File: src/rtl/vector_loader.sv
// Vector loader: gathers a stream of signed (x, w) element pairs into packed
// N-element vectors laid out for a dot-product unit. A short vector is closed
// early with in_last; its unwritten slots read zero so they do not change the
// dot product. A finished vector is held stable until the downstream consumes
// it, then every slot is cleared before the next vector starts filling.
module vector_loader #(
  parameter int N          = 4,
  parameter int DATA_WIDTH = 8,
  parameter int CNT_WIDTH  = $clog2(N + 1)
) (
  input  logic                         clk,
  input  logic                         rst_n,
  input  logic                         in_valid,
  output logic                         in_ready,
  input  logic signed [DATA_WIDTH-1:0] in_x,
  input  logic signed [DATA_WIDTH-1:0] in_w,
  input  logic                         in_last,
  output logic                         out_valid,
  input  logic                         out_ready,
  output logic signed [N*DATA_WIDTH-1:0] out_x,
  output logic signed [N*DATA_WIDTH-1:0] out_w,
  output logic [CNT_WIDTH-1:0]         out_count
);

  typedef enum logic {
    FILL = 1'b0,
    HOLD = 1'b1
  } state_t;

  state_t state_q;
  state_t state_d;

  // Fill index doubles as the element count of the vector being built.
  logic [CNT_WIDTH-1:0]          idx_p0;
  logic [CNT_WIDTH-1:0]          count_p0;
  logic signed [N*DATA_WIDTH-1:0] x_p0;
  logic signed [N*DATA_WIDTH-1:0] w_p0;

  logic accept;
  logic last_elem;
  logic release_vec;

  // Handshake decode from state only, plus next-state selection.
  always_comb begin
    state_d     = state_q;
    in_ready    = (state_q == FILL);
    out_valid   = (state_q == HOLD);
    accept      = in_ready && in_valid;
    last_elem   = accept && ((idx_p0 == CNT_WIDTH'(N - 1)) || in_last);
    release_vec = out_valid && out_ready;
    case (state_q)
      FILL: if (last_elem) state_d = HOLD;
      HOLD: if (out_ready) state_d = FILL;
      default: state_d = FILL;
    endcase
  end

  // State register.
  always_ff @(posedge clk or negedge rst_n) begin
    if (!rst_n) begin
      state_q <= FILL;
    end else begin
      state_q <= state_d;
    end
  end

  // Slot storage: write the accepted pair into slot idx; clear everything once
  // the held vector is consumed so no stale element survives into the next one.
  always_ff @(posedge clk or negedge rst_n) begin
    if (!rst_n) begin
      idx_p0   <= '0;
      count_p0 <= '0;
      x_p0     <= '0;
      w_p0     <= '0;
    end else if (release_vec) begin
      idx_p0   <= '0;
      count_p0 <= '0;
      x_p0     <= '0;
      w_p0     <= '0;
    end else if (accept) begin
      for (int i = 0; i < N; i++) begin
        if (idx_p0 == CNT_WIDTH'(i)) begin
          x_p0[i*DATA_WIDTH +: DATA_WIDTH] <= in_x;
          w_p0[i*DATA_WIDTH +: DATA_WIDTH] <= in_w;
        end
      end
      idx_p0 <= idx_p0 + 1'b1;
      if (last_elem) begin
        count_p0 <= idx_p0 + 1'b1;
      end
    end
  end

  assign out_x     = x_p0;
  assign out_w     = w_p0;
  assign out_count = count_p0;

endmodule

File: config.mk
export PLATFORM = sky130hd
export DESIGN_NAME = vector_loader
export DESIGN_NICKNAME = d
export VERILOG_FILES = /design/src/rtl/vector_loader.sv
export SDC_FILE = /design/constraint.sdc
export NUM_CORES = 1
export LEC_CHECK = 0
export CAP_MARGIN = 20
export CORE_UTILIZATION = 47
export CTS_CLUSTER_SIZE = 20
export DETAILED_ROUTE_END_ITERATION = 8
export PLACE_DENSITY = 0.89
export SYNTH_ARGS = -nofsm -noshare
export SYNTH_HDL_FRONTEND = slang
export SYNTH_SLANG_ARGS = --single-unit
File: constraint.sdc
create_clock -name clk -period 2.1 [get_ports clk]
set_input_delay 0.42 -clock clk [delete_from_list [all_inputs] [get_ports clk]]
set_output_delay 0.42 -clock clk [all_outputs]
set_load 0.02 [all_outputs]
==> results of run 1 <==
==> metrics by stage <==
| step | std cells | hold WS [ps] |
|---|---|---|
| 3_5_place_dp | 471 | 280 |
| 5_1_grt | 488 | 472 |
| 2_1_floorplan | 320 | 124 |
| 3_3_place_gp | 471 | 277 |
| 4_1_cts | 488 | 446 |
| 6_report | 488 | 453 |
==> path summary, 6_finish.rpt <==
kind                            startpoint  slack [ps]        end  cells after the start
worst min register to register   out_w[25]         510  out_w[25]                      2
worst max register to register   idx_p0[0]         560  out_w[27]                      6
worst max-delay path             out_valid          70   in_ready                      2
worst min-delay path                 rst_n         450  out_w[27]                      2
max in group asynchronous            rst_n         990  out_w[22]                      3
min in group clk                 out_w[25]         510  out_w[25]                      2
==> Yosys cell counts (all sizes together) <==
| cell type | count | area [um2] |
|---|---|---|
| and3b | 1 | 8.76 |
| and4bb | 3 | 41.3 |
| buf | 17 | 109 |
| clkbuf | 4 | 20.0 |
| dfrtp | 71 | 1780 |
| ha | 5 | 62.6 |
| inv | 5 | 18.8 |
| mux2i | 4 | 40.0 |
| nand2 | 134 | 503 |
| nand2b | 1 | 6.26 |
| nand3 | 16 | 80.1 |
| nand3b | 1 | 7.51 |
| nor2 | 3 | 11.3 |
| nor2b | 1 | 6.26 |
| o21ai | 52 | 260 |
| o22ai | 1 | 6.26 |
| xnor2 | 1 | 8.76 |
==> cell families after synthesis <==
logic type	share of synthesized area, %
and+or+nand+nor	22.4
DFF	59.9
AOI/OAI and AO/OA	8.98
buffers and inverters	4.98
adders and majority gates	2.11
muxes	1.35
xor gates and xnor gates	0.295
==> metal layers <==
metal	vias to the layer above	wire length [um]	GRT usage [%]	share of wire [%]
met5	-	0	0	0
met4	0	182	9.29	2.4
met3	17	584	6.89	7.8
met2	107	3710	41.6	49
met1	1223	3020	29.0	40
li1	1207	-	-	-
==> layout make-up <==
type | count | area [um2]
Sequential cell | 71 | 1780
Inverter | 5 | 18.8
Tap cell | 75 | 93.8
Clock buffer | 12 | 145
Timing Repair Buffer | 98 | 981
Multi-Input combinational cell | 223 | 1040
Fill cell | 470 | 1890
Clock inverter | 4 | 45.0
==> where the power goes <==
part / total, mW / switching [mW] / internal, mW
Combinational: 2.85 / 1.53 / 1.33
Clock: 1.06 / 0.480 / 0.576
Sequential: 2.35 / 0.389 / 1.96
Total: 6.25 / 2.40 / 3.86
==> worst max-delay path: stages, from the launching register on <==
cell and delay [ps]:
dfrtp_1 510, inv_1 140, clkdlybuf4s50_1 620
==> flip-flops by register name, summed over array words and instances (netlist names) <==
signal     flops
out_count      3
idx_p0         3
out_x         32
out_w         32
out_valid      1
==> what timing repair did <==
action	4_1_cts	5_1_grt
hold buffers	1	0
setup buffers	0	0
hold endpoints to repair	8	0
==> run metrics, run 1 <==
status finished, final reports clean; cell row count 28; Final Setup Violations 0; CTS buffer count 9; root buffer cell clkbuf_8; worst slack, placed 188 ps; dpl hpwl 5330 um; Critical Path Fanout Max 13; Tot Pwr about 6.3 mW; crit path kind reg2out; WL/cell 15.4 um; antenna-violating nets left 0; fin area 0.00411 mm2; first-pass GRT wire length 11700 um; Hold WC Path Type in2async; share of layout cells above drive strength 1 6.30%; Yosys warnings 0; Startpoint Class flip-flop; final WL around 7500 um; H-tree depth 3; Avg Inst Size Synth approximately 9.3 um2; drt drc 0; Syn Nets 346; residual overflow from global routing 0; vias in the first global route roughly 2400; Total Routing Usage GR 24.3%; Lkg Pwr ~1.9 nW; maximum VDD drop a little under 0.8 mV; CTS sink cnt 71; max cap viols 0; Final Cycle Share between 90% and 100%; worst setup margin around 71 ps; GP Congestion approximately 0.8; Die ar. 0.00663 mm2; via count about 2600; min Tclk post-route 2030 ps; Seq/Total Area, Yosys 59.9%; Placeable Area 0.00599 mm2; DRT Pass-1 Iters 4; RSZ-0062 raised after global routing no; most common cell after layout, fill and taps aside nand2_1; Worst-path clk slew 70 ps; DP Area 0.00391 mm2; Worst Tran Pin Value 413 ps; Critical Path RT ~1700 ps; Starting Density 49.5%; Max-slew headroom 72.4%; synthesized area 0.00297 mm2; setup TNS 0 ps; largest net degree at the start of global routing 44; DIE HEIGHT 81.4 um; CP arrival 1610 ps; Max Clock Skew 5.73 ps; synth unique cells 22; maximum clock rate 493 MHz; # resized after CTS 0; Nets around 430; CP Capture Type output port; worst-skew pair later-pin latency 340 ps; clk buf depth 2; pwr/cell area 1520 mW/mm2; Die Wd 81.4 um; Syn Inst Count 320; final hold viol count 0; area grow syn2layout 38.4%; Buffers on Ports slightly below 90; diode count 0; Slew Viols, Final 0; most frequent cells in the layout nand2_1, clkdlybuf4s50_1, dfrtp_1, o21ai_0, nand3_1; #FFs+latches synth 71; initial antenna violation count 0; fin util 68.5%; CTS tree built; initial DRC count 162; # IOs 90; drt via density roughly 5.2
Power figures use the tool's default switching activity.
==> run 2: changes to the inputs <==
--- a/config.mk
+++ b/config.mk
@@ -9,6 +9,7 @@
 export CORE_UTILIZATION = 47
 export CTS_CLUSTER_SIZE = 20
 export DETAILED_ROUTE_END_ITERATION = 8
+export HOLD_SLACK_MARGIN = 0.06
 export PLACE_DENSITY = 0.89
 export SYNTH_ARGS = -nofsm -noshare
 export SYNTH_HDL_FRONTEND = slang
==> results of run 2 <==
Final layout, timing and power as in run 1 (identical DEF).
